===== config.mk =====
export PLATFORM = sky130hd
export DESIGN_NAME = pipeline_run_ctrl_flat
export DESIGN_NICKNAME = d
export VERILOG_FILES = /design/src/rtl/pipeline_run_ctrl_if.sv /design/src/rtl/pipeline_run_ctrl.sv /design/src/flat_wrapper.sv
export SDC_FILE = /design/constraint.sdc
export NUM_CORES = 1
export LEC_CHECK = 0
export ABC_AREA = 1
export CAP_MARGIN = 20
export CORE_MARGIN = 1.5
export CORE_UTILIZATION = 50
export CTS_CLUSTER_DIAMETER = 200
export DETAILED_ROUTE_END_ITERATION = 6
export PLACE_DENSITY = 0.8
export SYNTH_ARGS = -nofsm -noshare
export SYNTH_HDL_FRONTEND = slang
export SYNTH_SLANG_ARGS = --single-unit
export TNS_END_PERCENT = 20

===== constraint.sdc =====
create_clock -name clk -period 1.8 [get_ports clk]
set_clock_uncertainty 0.05 [all_clocks]
set_input_delay 0.18 -clock clk [delete_from_list [all_inputs] [get_ports clk]]
set_output_delay 0.18 -clock clk [all_outputs]
set_load 0.02 [all_outputs]

===== src/rtl/pipeline_run_ctrl_if.sv =====
// pipeline_run_ctrl_if
// Groups the debug byte stream, the pipeline run-control outputs and the
// status readout of pipeline_run_ctrl into one bundle.
//   master : the run controller (consumes bytes / prog_done, drives pipeline)
//   slave  : the environment (UART receiver, pipeline, debug readout)
// Signals:
//   i_rx_data/i_rx_valid   received byte + one-cycle strobe
//   i_prog_done            HALT instruction retired (level from WB)
//   o_we_IF/o_instruction_data  instruction memory write port
//   o_halt                 pipeline freeze
//   o_cycle_count          unhalted cycles since last load
//   o_busy/o_done/o_err/o_state  status
interface pipeline_run_ctrl_if #(
  parameter int NB_DATA   = 32,
  parameter int NB_BYTE   = 8,
  parameter int NB_CYCLES = 32
);
  logic [NB_BYTE-1:0]   i_rx_data;
  logic                 i_rx_valid;
  logic                 i_prog_done;
  logic                 o_we_IF;
  logic [NB_DATA-1:0]   o_instruction_data;
  logic                 o_halt;
  logic [NB_CYCLES-1:0] o_cycle_count;
  logic                 o_busy;
  logic                 o_done;
  logic                 o_err;
  logic [2:0]           o_state;

  modport master (
    input  i_rx_data, i_rx_valid, i_prog_done,
    output o_we_IF, o_instruction_data, o_halt, o_cycle_count,
           o_busy, o_done, o_err, o_state
  );

  modport slave (
    output i_rx_data, i_rx_valid, i_prog_done,
    input  o_we_IF, o_instruction_data, o_halt, o_cycle_count,
           o_busy, o_done, o_err, o_state
  );
endinterface


===== src/rtl/pipeline_run_ctrl.sv =====
// pipeline_run_ctrl
// Run-control scheduler for the 5-stage MIPS pipeline. Assembles program
// words from the debug UART byte stream, writes them into IF instruction
// memory, and sequences run / single-step / halt.
// Ports:
//   clk    system clock
//   i_rst  synchronous active-high reset
//   bus    pipeline_run_ctrl_if.master (byte stream in, pipeline control out)
// Build option:
//   PIPELINE_RUN_CTRL_CYCLE_CNT_EN  when defined, builds the saturating
//   unhalted-cycle counter; otherwise o_cycle_count is tied to 0.
//
// state     | meaning
// IDLE      | waiting for a command byte ('L', 'R', 'S')
// LOAD_CNT  | next byte is the word count N (0 -> 256)
// LOAD_BYTE | shifting program bytes MSB-first into words
// RUN       | pipeline free-running until prog_done or 'H'
// STEP      | one unhalted cycle
// DONE      | one-cycle o_done pulse
module pipeline_run_ctrl #(
  parameter int NB_DATA   = 32,
  parameter int NB_BYTE   = 8,
  parameter int NB_CYCLES = 32
) (
  input logic               clk,
  input logic               i_rst,
  pipeline_run_ctrl_if.master bus
);
  localparam logic [2:0] IDLE      = 3'd0;
  localparam logic [2:0] LOAD_CNT  = 3'd1;
  localparam logic [2:0] LOAD_BYTE = 3'd2;
  localparam logic [2:0] RUN       = 3'd3;
  localparam logic [2:0] STEP      = 3'd4;
  localparam logic [2:0] DONE      = 3'd5;

  localparam int BYTES_PER_WORD = NB_DATA / NB_BYTE;
  localparam int NB_BCNT = (BYTES_PER_WORD > 1) ? $clog2(BYTES_PER_WORD) : 1;
  localparam logic [NB_BCNT-1:0] LAST_BYTE = NB_BCNT'(BYTES_PER_WORD - 1);

  localparam logic [NB_BYTE-1:0] CMD_LOAD = NB_BYTE'(8'h4C);
  localparam logic [NB_BYTE-1:0] CMD_RUN  = NB_BYTE'(8'h52);
  localparam logic [NB_BYTE-1:0] CMD_STEP = NB_BYTE'(8'h53);
  localparam logic [NB_BYTE-1:0] CMD_HALT = NB_BYTE'(8'h48);

  logic [2:0]                 state_q, state_d;
  logic                       halt_q, halt_d;
  logic                       we_q, we_d;
  logic                       done_q, done_d;
  logic                       err_q, err_d;
  logic [NB_DATA-1:0]         instr_q, instr_d;
  logic [NB_DATA-1:0]         word_q, word_d;
  logic [NB_BCNT-1:0]         bcnt_q, bcnt_d;
  logic [8:0]                 wcnt_q, wcnt_d;
  logic [8:0]                 wtot_q, wtot_d;
  logic [NB_DATA+NB_BYTE-1:0] shifted;

  always_comb begin
    state_d = state_q;
    word_d  = word_q;
    bcnt_d  = bcnt_q;
    wcnt_d  = wcnt_q;
    wtot_d  = wtot_q;
    instr_d = instr_q;
    we_d    = 1'b0;
    err_d   = 1'b0;
    // top NB_BYTE bits fall off: incoming byte lands in the LSBs
    shifted = {word_q, bus.i_rx_data};
    case (state_q)
      IDLE: begin
        if (bus.i_rx_valid) begin
          if (bus.i_rx_data == CMD_LOAD) begin
            state_d = LOAD_CNT;
            wcnt_d  = '0;
            bcnt_d  = '0;
            word_d  = '0;
          end else if (bus.i_rx_data == CMD_RUN) begin
            state_d = RUN;
          end else if (bus.i_rx_data == CMD_STEP) begin
            state_d = STEP;
          end else begin
            err_d = 1'b1;
          end
        end
      end
      LOAD_CNT: begin
        if (bus.i_rx_valid) begin
          wtot_d  = (bus.i_rx_data == '0) ? 9'd256 : 9'(bus.i_rx_data);
          state_d = LOAD_BYTE;
        end
      end
      LOAD_BYTE: begin
        if (bus.i_rx_valid) begin
          word_d = shifted[NB_DATA-1:0];
          if (bcnt_q == LAST_BYTE) begin
            bcnt_d  = '0;
            we_d    = 1'b1;
            instr_d = shifted[NB_DATA-1:0];
            wcnt_d  = wcnt_q + 9'd1;
            if (wcnt_q + 9'd1 == wtot_q) state_d = IDLE;
          end else begin
            bcnt_d = bcnt_q + NB_BCNT'(1);
          end
        end
      end
      RUN: begin
        // prog_done has priority over a simultaneous 'H'
        if (bus.i_prog_done)
          state_d = DONE;
        else if (bus.i_rx_valid && bus.i_rx_data == CMD_HALT)
          state_d = IDLE;
      end
      STEP:    state_d = bus.i_prog_done ? DONE : IDLE;
      DONE:    state_d = IDLE;
      default: state_d = IDLE;
    endcase
    // halt and done are registered from the next state so they line up
    // with the cycle the FSM actually sits in RUN/STEP/DONE
    halt_d = !(state_d == RUN || state_d == STEP);
    done_d = (state_d == DONE);
  end

  always_ff @(posedge clk) begin
    if (i_rst) begin
      state_q <= IDLE;
      halt_q  <= 1'b1;
      we_q    <= 1'b0;
      done_q  <= 1'b0;
      err_q   <= 1'b0;
      instr_q <= '0;
      word_q  <= '0;
      bcnt_q  <= '0;
      wcnt_q  <= '0;
      wtot_q  <= '0;
    end else begin
      state_q <= state_d;
      halt_q  <= halt_d;
      we_q    <= we_d;
      done_q  <= done_d;
      err_q   <= err_d;
      instr_q <= instr_d;
      word_q  <= word_d;
      bcnt_q  <= bcnt_d;
      wcnt_q  <= wcnt_d;
      wtot_q  <= wtot_d;
    end
  end

`ifdef PIPELINE_RUN_CTRL_CYCLE_CNT_EN
  logic [NB_CYCLES-1:0] cnt_q;
  logic                 cnt_clr;

  assign cnt_clr = (state_q == IDLE) && bus.i_rx_valid && (bus.i_rx_data == CMD_LOAD);

  always_ff @(posedge clk) begin
    if (i_rst)
      cnt_q <= '0;
    else if (cnt_clr)
      cnt_q <= '0;
    else if (!halt_q && cnt_q != '1)
      cnt_q <= cnt_q + NB_CYCLES'(1);
  end

  assign bus.o_cycle_count = cnt_q;
`else
  assign bus.o_cycle_count = '0;
`endif

  assign bus.o_we_IF            = we_q;
  assign bus.o_instruction_data = instr_q;
  assign bus.o_halt             = halt_q;
  assign bus.o_busy             = (state_q != IDLE);
  assign bus.o_done             = done_q;
  assign bus.o_err              = err_q;
  assign bus.o_state            = state_q;
endmodule


===== src/flat_wrapper.sv =====
// flat-port wrapper written by rule: the top's interface ports become plain ports
module pipeline_run_ctrl_flat 
#(
  parameter int NB_DATA   = 32,
  parameter int NB_BYTE   = 8,
  parameter int NB_CYCLES = 32
)
  (clk, i_rst, bus_i_rx_data, bus_i_rx_valid, bus_i_prog_done, bus_o_we_IF, bus_o_instruction_data, bus_o_halt, bus_o_cycle_count, bus_o_busy, bus_o_done, bus_o_err, bus_o_state);
  pipeline_run_ctrl_if #(.NB_DATA(NB_DATA), .NB_BYTE(NB_BYTE), .NB_CYCLES(NB_CYCLES)) bus_i ();
  input logic clk;
  input logic i_rst;
  input wire logic [$bits(bus_i.i_rx_data)-1:0] bus_i_rx_data;
  input wire logic [$bits(bus_i.i_rx_valid)-1:0] bus_i_rx_valid;
  input wire logic [$bits(bus_i.i_prog_done)-1:0] bus_i_prog_done;
  output wire logic [$bits(bus_i.o_we_IF)-1:0] bus_o_we_IF;
  output wire logic [$bits(bus_i.o_instruction_data)-1:0] bus_o_instruction_data;
  output wire logic [$bits(bus_i.o_halt)-1:0] bus_o_halt;
  output wire logic [$bits(bus_i.o_cycle_count)-1:0] bus_o_cycle_count;
  output wire logic [$bits(bus_i.o_busy)-1:0] bus_o_busy;
  output wire logic [$bits(bus_i.o_done)-1:0] bus_o_done;
  output wire logic [$bits(bus_i.o_err)-1:0] bus_o_err;
  output wire logic [$bits(bus_i.o_state)-1:0] bus_o_state;
  assign bus_i.i_rx_data = bus_i_rx_data;
  assign bus_i.i_rx_valid = bus_i_rx_valid;
  assign bus_i.i_prog_done = bus_i_prog_done;
  assign bus_o_we_IF = bus_i.o_we_IF;
  assign bus_o_instruction_data = bus_i.o_instruction_data;
  assign bus_o_halt = bus_i.o_halt;
  assign bus_o_cycle_count = bus_i.o_cycle_count;
  assign bus_o_busy = bus_i.o_busy;
  assign bus_o_done = bus_i.o_done;
  assign bus_o_err = bus_i.o_err;
  assign bus_o_state = bus_i.o_state;
  pipeline_run_ctrl #(.NB_DATA(NB_DATA), .NB_BYTE(NB_BYTE), .NB_CYCLES(NB_CYCLES)) u_core (.clk(clk), .i_rst(i_rst), .bus(bus_i));
endmodule

Word level (Yosys, flattened, before mapping):

Index checks and enable logic that the tools add are counted.

* RAM bits: 0
* memories: 0
* ROM bits: 0
* output and inout port bits: 72
* flip-flop bits (word level): 83
* word-level logic and storage cells: 74
* input bits: 12
* latch bits: 0

* reductions and logical operators: 13
* eq/ne operators: 17
* $mul: 0
* add/sub/neg operators: 2
* magnitude comparators: 0
* divide/modulo/power cells: 0
* bitwise gates (word level): 3
* multiplexer cells: 29
* shift operators: 0

Operator list (count)
* $mux W24: 3
* $pmux W24 S2: 1
* $mux W9: 5
* $mux W3: 11
* $eq A8 B7 Y1 const B: 4
* $pmux W9 S2: 1
* $pmux W3 S5: 1
* $add A9 B1 Y9 const B: 1
* $eq A3 B2 Y1 const B: 3
* $eq A3 B3 Y1 const B: 3
* $eq A9 B9 Y1: 1
* $logic_not A8 Y1: 1
* $mux W2: 4
* $reduce_and A5 Y1: 1
* $reduce_or A5 Y1: 1
* $ne A2 B1 Y1 const B: 2
* $ne A2 B2 Y1 const B: 2
* $pmux W2 S2: 1
* $reduce_and A4 Y1: 1
* $eq A3 B1 Y1 const B: 1
* $logic_not A3 Y1: 1
* $not A1 Y1: 3
* $reduce_and A3 Y1: 1
* $reduce_bool A3 Y1: 1
* other kinds (9): 10

Depth between registers and ports, before layout:

* word-level depth: 9
* mapped depth: 13
* mapped depth without buffers: 13

Worst setup path before layout:

No wires, ideal clock.

* path kind: flip-flop to flip-flop
* start point: reg u_core.state_q[1] (netlist: u_core.bus.o_state[1])
* end point: reg u_core.instr_q[24] (netlist: u_core.bus.o_instruction_data[24])
* required time: 1634 ps
* setup slack: 133 ps
* clock period less this slack: 1667 ps
* stages on the path, launching flop included: 9
* arrival: 1501 ps
* path through: dfxtp_1 > inv_1 > nor3_4 > inv_4 > nor2_8 > inv_2 > buf_2 > nor2_1 > nor2_1

* longest elaborated chain between the ends: 2

RTL lines
* from (decl): RTL line pipeline_run_ctrl.sv:45 `logic [2:0] state_q, state_d;`
* from (signal assigned): RTL line pipeline_run_ctrl.sv:135 `state_q <= state_d;`
* $eq A3 B2 Y1: RTL line pipeline_run_ctrl.sv:68 `case (state_q)`
* $reduce_and A3 Y1 (no source line)
* to (signal assigned): RTL line pipeline_run_ctrl.sv:140 `instr_q <= instr_d;`
* to (decl): RTL line pipeline_run_ctrl.sv:50 `logic [NB_DATA-1:0] instr_q, instr_d;`

No other way between the ends.
A chain may end at the register's enable or synchronous reset.

Final worst setup path:

* start point: reg u_core.wcnt_q[0]
* end point: reg u_core.halt_q (netlist: u_core.bus.o_halt)

* longest elaborated chain between the ends: 9
* elaborated cells between the ends (all ways): 10
* classes of those cells: add/sub (1); eq/ne (3); mux (4); reduce/logical (2)

RTL lines
* from (decl): RTL line pipeline_run_ctrl.sv:53 `logic [8:0] wcnt_q, wcnt_d;`
* from (signal assigned): RTL line pipeline_run_ctrl.sv:143 `wcnt_q <= wcnt_d;`
* $add A9 B1 Y9 (*): RTL line pipeline_run_ctrl.sv:99 `if (wcnt_q + 9'd1 == wtot_q) state_d = IDLE;`
* $eq A9 B9 Y1 (*): RTL line pipeline_run_ctrl.sv:99
* $mux W3 (*): RTL line pipeline_run_ctrl.sv:99
* $mux W3 (*): RTL line pipeline_run_ctrl.sv:94 `if (bcnt_q == LAST_BYTE) begin`
* $mux W3 (*): RTL line pipeline_run_ctrl.sv:92 `if (bus.i_rx_valid) begin`
* $pmux W3 S5 (*): RTL line pipeline_run_ctrl.sv:68
* $eq A3 B2 Y1 or $eq A3 B3 Y1 (tied branches): RTL line pipeline_run_ctrl.sv:118 `halt_d = !(state_d == RUN || state_d == STEP);`
* $logic_or A1 B1 Y1 (*): RTL line pipeline_run_ctrl.sv:118
* $logic_not A1 Y1 (*): RTL line pipeline_run_ctrl.sv:118
* to (signal assigned): RTL line pipeline_run_ctrl.sv:136 `halt_q <= halt_d;`
* to (decl): RTL line pipeline_run_ctrl.sv:46 `logic halt_q, halt_d;`

Mark *: on every way between the ends. The rest lies on a longest branch, timed or not.

==> summary.md <==
| Metric | Value |
|---|---|
| WS Path Type | `reg2reg` |
| IO Pins | `84` |
| Total of max-cap violations | `0` |
| Psw | `876 uW` |
| Cells after synthesis | `505` |
| GRT overflow | `0` |
| Antenna violations before repair | `0` |
| Clk_lat worst skew | `0.37 ns` |
| Detailed Place HPWL | `6260 um` |
| Synth warn | `0` |
| Worst r2r src | `u_core.wcnt_q[0]$_SDFFE_PP0P_` |
| Layout area overhead | `26.0%` |
| Worst Path Arrival | `between 1.5 and 2 ns` |
| First-pass GRT wire length | `14600 um` |
| GR Layer Usage met1 | `32.6%` |
| Max incr delay on CP | `~0.37 ns` |
| Maximum fanout along the worst path | `3` |
| Tot GR Track Use | `23.9%` |
| Iteration-0 DRC Markers | `240` |
| Required time of the critical path | `~2.0 ns` |
| ANT nets after route | `0` |
| Synth area leaders | `dfxtp_1 45%, nand2_1 13%, nand3_1 9.4%` |
| Max clock buf depth | `2` |
| Nets@finish | `592` |
| Flop2flop setup slack | `0.07 ns` |
| Final Hold Slack | `0.417 ns` |
| Cell count of the worst hold path | `2` |
| LEAKAGE | `1.97 nW` |
| Vias/cell | `~5.1` |
| Worst-path cell chain | `ha_4, nor2_2, nor2_2, nand3_1, nor2_1, nand3_1, nor2_1, nand3_1, a21oi_2, nand3_1` |
| RSZ-0062 raised after global routing | `true` |
| Htree depth | `3` |
| Most common cell on crit path | `nand3_1` |
| Die height | `89.2 um` |
| Worst Setup End Kind | `register` |
| Largest net degree at the start of global routing | `28` |
| Worst-path clk slew | `~0.090 ns` |
| Placed cell count | `664` |
| F_max | `0.578 GHz` |
| CTS tree | `done` |
| Die Wd | `around 89 um` |
| Initial Utilization | `~51%` |
| Hold Crit Start | `u_core.word_q[21]$_SDFFE_PP0P_` |
| CP startpoint kind | `register` |
| Avg WL per Cell | `13.2 um` |
| DRC Markers | `0` |
| Root Driver | `clkbuf_8` |
| Pint | `2.70 mW` |
| Layout Cells excl Fill | `682` |
| Library cells used by synthesis | `29` |
| Top cell type's share of synthesized area | `44.8%` |
| Largest delay share family, worst path | `simple AND/OR/NAND/NOR gates` |
| Ant diodes | `0` |
| Syn Area/Cell | `7.35 um2` |
| Tcrit/Tclk final | `96.1%` |
| Final instance area | `around 4700 um2` |
| Final core occ | `between 60% and 70%` |
| Via count | `3488` |
| Cts bufs inserted | `9` |
| Syn Std Cell Area | `3710 um2` |
| Worst Hold Endpoint | `u_core.word_q[21]$_SDFFE_PP0P_` |
| Met3 Usage GRT | `5.91%` |
| Drt first pass iters | `5` |
| Buffers and inverters on the worst path | `0` |
| Clk sinks | `83` |
| Met2 usage | `between 30% and 40%` |
| FF-to-FF End | `u_core.bus.o_halt$_SDFF_PP1_` |
| Post-synth top area cell | `dfxtp_1` |
| Status | `finished clean` |
| Number of cells on the worst reg-to-reg path | `10` |
| Crit-path slowest cell | `dfxtp_4` |
| Vias in the first global route | `3104` |
| Die Area | `7950 um2` |
| Share of power burned in registers | `51.5%` |
| Num rows | `31` |
| Seq/Total Area, Yosys | `44.8%` |
| I/O Buffers | `51` |
| Core area | `7210 um2` |
| Clock power share | `between 40% and 50%` |
| Fill count | `~600` |
| Logic pwr share | `6.3%` |
| Net Sw Frac | `24.5%` |
| Most Crowded Layer GR | `met2` |
| Layout cells sized above 1 | `13.7%` |
| Slew Limit Fails | `0` |
| Final setup viols | `0` |
| Routability cong. | `~0.9` |
| Count of final hold-check violations | `0` |
| Placed inst area | `around 4400 um2` |
| Seq cells post-synth | `just over 80` |
| Final WL | `9000 um` |
| VDD IR max | `0.451 mV` |
| Tmin final | `1.73 ns` |
| Cell Pwr Density | `about 760 nW/um2` |
| Hold Path Class | `reg2reg` |
-- worst max-delay path by stage --
stage / start / to / slack [ns] / depth (start not counted)
2_1_floorplan: u_core.bus.o_state[1]$_SDFF_PP0_ / u_core.bus.o_instruction_data[24]$_SDFFE_PP0P_ / 0.13 / 8
3_3_place_gp: bus_i_rx_valid / u_core.bus.o_halt$_SDFF_PP1_ / -0.10 / 10
6_report: u_core.wcnt_q[0]$_SDFFE_PP0P_ / u_core.bus.o_halt$_SDFF_PP1_ / 0.07 / 10
5_1_grt: u_core.wcnt_q[3]$_SDFFE_PP0P_ / u_core.bus.o_halt$_SDFF_PP1_ / -0.05 / 10
4_1_cts: u_core.wcnt_q[0]$_SDFFE_PP0P_ / u_core.bus.o_halt$_SDFF_PP1_ / 0.05 / 10
3_5_place_dp: bus_i_rx_data[6] / u_core.bus.o_halt$_SDFF_PP1_ / -0.13 / 8
-- registers in the layout (all words and copies together), names as in the netlist, 2 cells and up --
name	flops
u_core.bcnt_q	2
u_core.bus.o_instruction_data	32
u_core.bus.o_state	3
u_core.wcnt_q	9
u_core.word_q	24
u_core.wtot_q	9
-- tightest hold or removal path: stages, from the launching register on --
cell and delay, ns:
dfxtp_1 0.32, nand2_1 0.06, a21oi_1 0.05
-- routing by layer --
metal | routed length (um) | part of all wire (%) | vias up
met5 | 0 | 0 | -
met4 | 109 | 1.2 | 0
met2 | 4240 | 47 | 127
met3 | 582 | 6.5 | 11
met1 | 4070 | 45 | 1621
li1 | - | - | 1729
-- metrics by stage --
stage	power [mW]	setup slack (ns)	setup TNS [ns]
final	3.57	0.0697	0
after global routing	3.68	-0.0539	-0.0539
after CTS	3.56	0.0480	0
after detailed placement	2.10	-0.126	-2.09
after global placement	2.10	-0.102	-0.330
after floorplan	2.06	0.133	0
-- repair_timing --
action	4_1_cts	5_1_grt
resized for setup	4	24
pin swaps	0	8
endpoints found under the setup margin	2	3
hold buffers	0	0
setup buffers	0	2
-- cells in the mapped netlist --
master	instances
buf_2	6
nand2_1	125
nand3b_1	4
o21ai_1	4
nor2_8	2
dfxtp_1	83
nand4_1	4
ha_1	2
a211oi_1	1
o21ai_0	22
o21ai_2	2
a21oi_1	46
and2_1	1
a31oi_1	1
nor3_1	6
nand3_1	70
clkbuf_1	13
inv_2	3
inv_1	30
o21bai_1	1
nor2_1	39
nor3_4	1
inv_4	1
clkinv_1	1
buf_4	32
conb_1	1
buf_6	2
o2111ai_4	1
or3_1	1
-- logic make-up (layout without fill, tap and decap cells) --
family	count (synthesis)	count (layout)	share of synthesized area [%]
simple gates	253	253	30.2
fa+ha+maj	2	2	0.674
buf+inv	88	135	12.8
flops	83	83	44.8
other cells	1	32	0.101
compound gates	78	78	11.5
-- power by group through the flow --
stage	logic (mW)	clock network, mW	registers, mW
final	0.224	1.51	1.84
after global routing	0.245	1.59	1.84
after CTS	0.219	1.50	1.84
after detailed placement	0.218	0	1.88
after global placement	0.217	0	1.88
after floorplan	0.172	0	1.89
-- placed cells by master, fill, tap and decap left out --
cell type	count
o21ai_2	2
nand2_4	1
nor3_1	6
inv_6	1
inv_4	1
clkdlybuf4s15_1	1
bufinv_16	2
o21ai_1	5
nor3_4	1
nand3b_1	4
clkinv_1	1
clkinv_2	1
nand4_1	4
inv_1	28
dfxtp_2	7
conb_1	32
dfxtp_4	1
clkinv_4	3
a31oi_1	1
nor2_2	4
nand3_1	68
o2111ai_4	1
clkbuf_8	9
a21oi_1	45
and2_1	1
inv_2	5
ha_4	2
buf_12	1
dfxtp_1	75
nand2_1	124
nor2_8	2
clkdlybuf4s50_1	50
nor2_1	35
o21bai_2	1
or3_1	1
o21ai_0	21
nand3_2	2
a21oi_2	1
buf_4	32
a211oi_1	1
-- area by class of cell --
cell class                      instances  area, um2  share of cell area (%)
Tap cell                               99        124                    2.65
Clock buffer                            9        124                    2.65
Timing Repair Buffer                   84        771                    16.5
Multi-Input combinational cell        365       1750                    37.4
Inverter                               35        134                    2.86
Clock inverter                          7        100                    2.14
Sequential cell                        83       1670                    35.8
No activity file was read; power rests on OpenSTA's default activity.
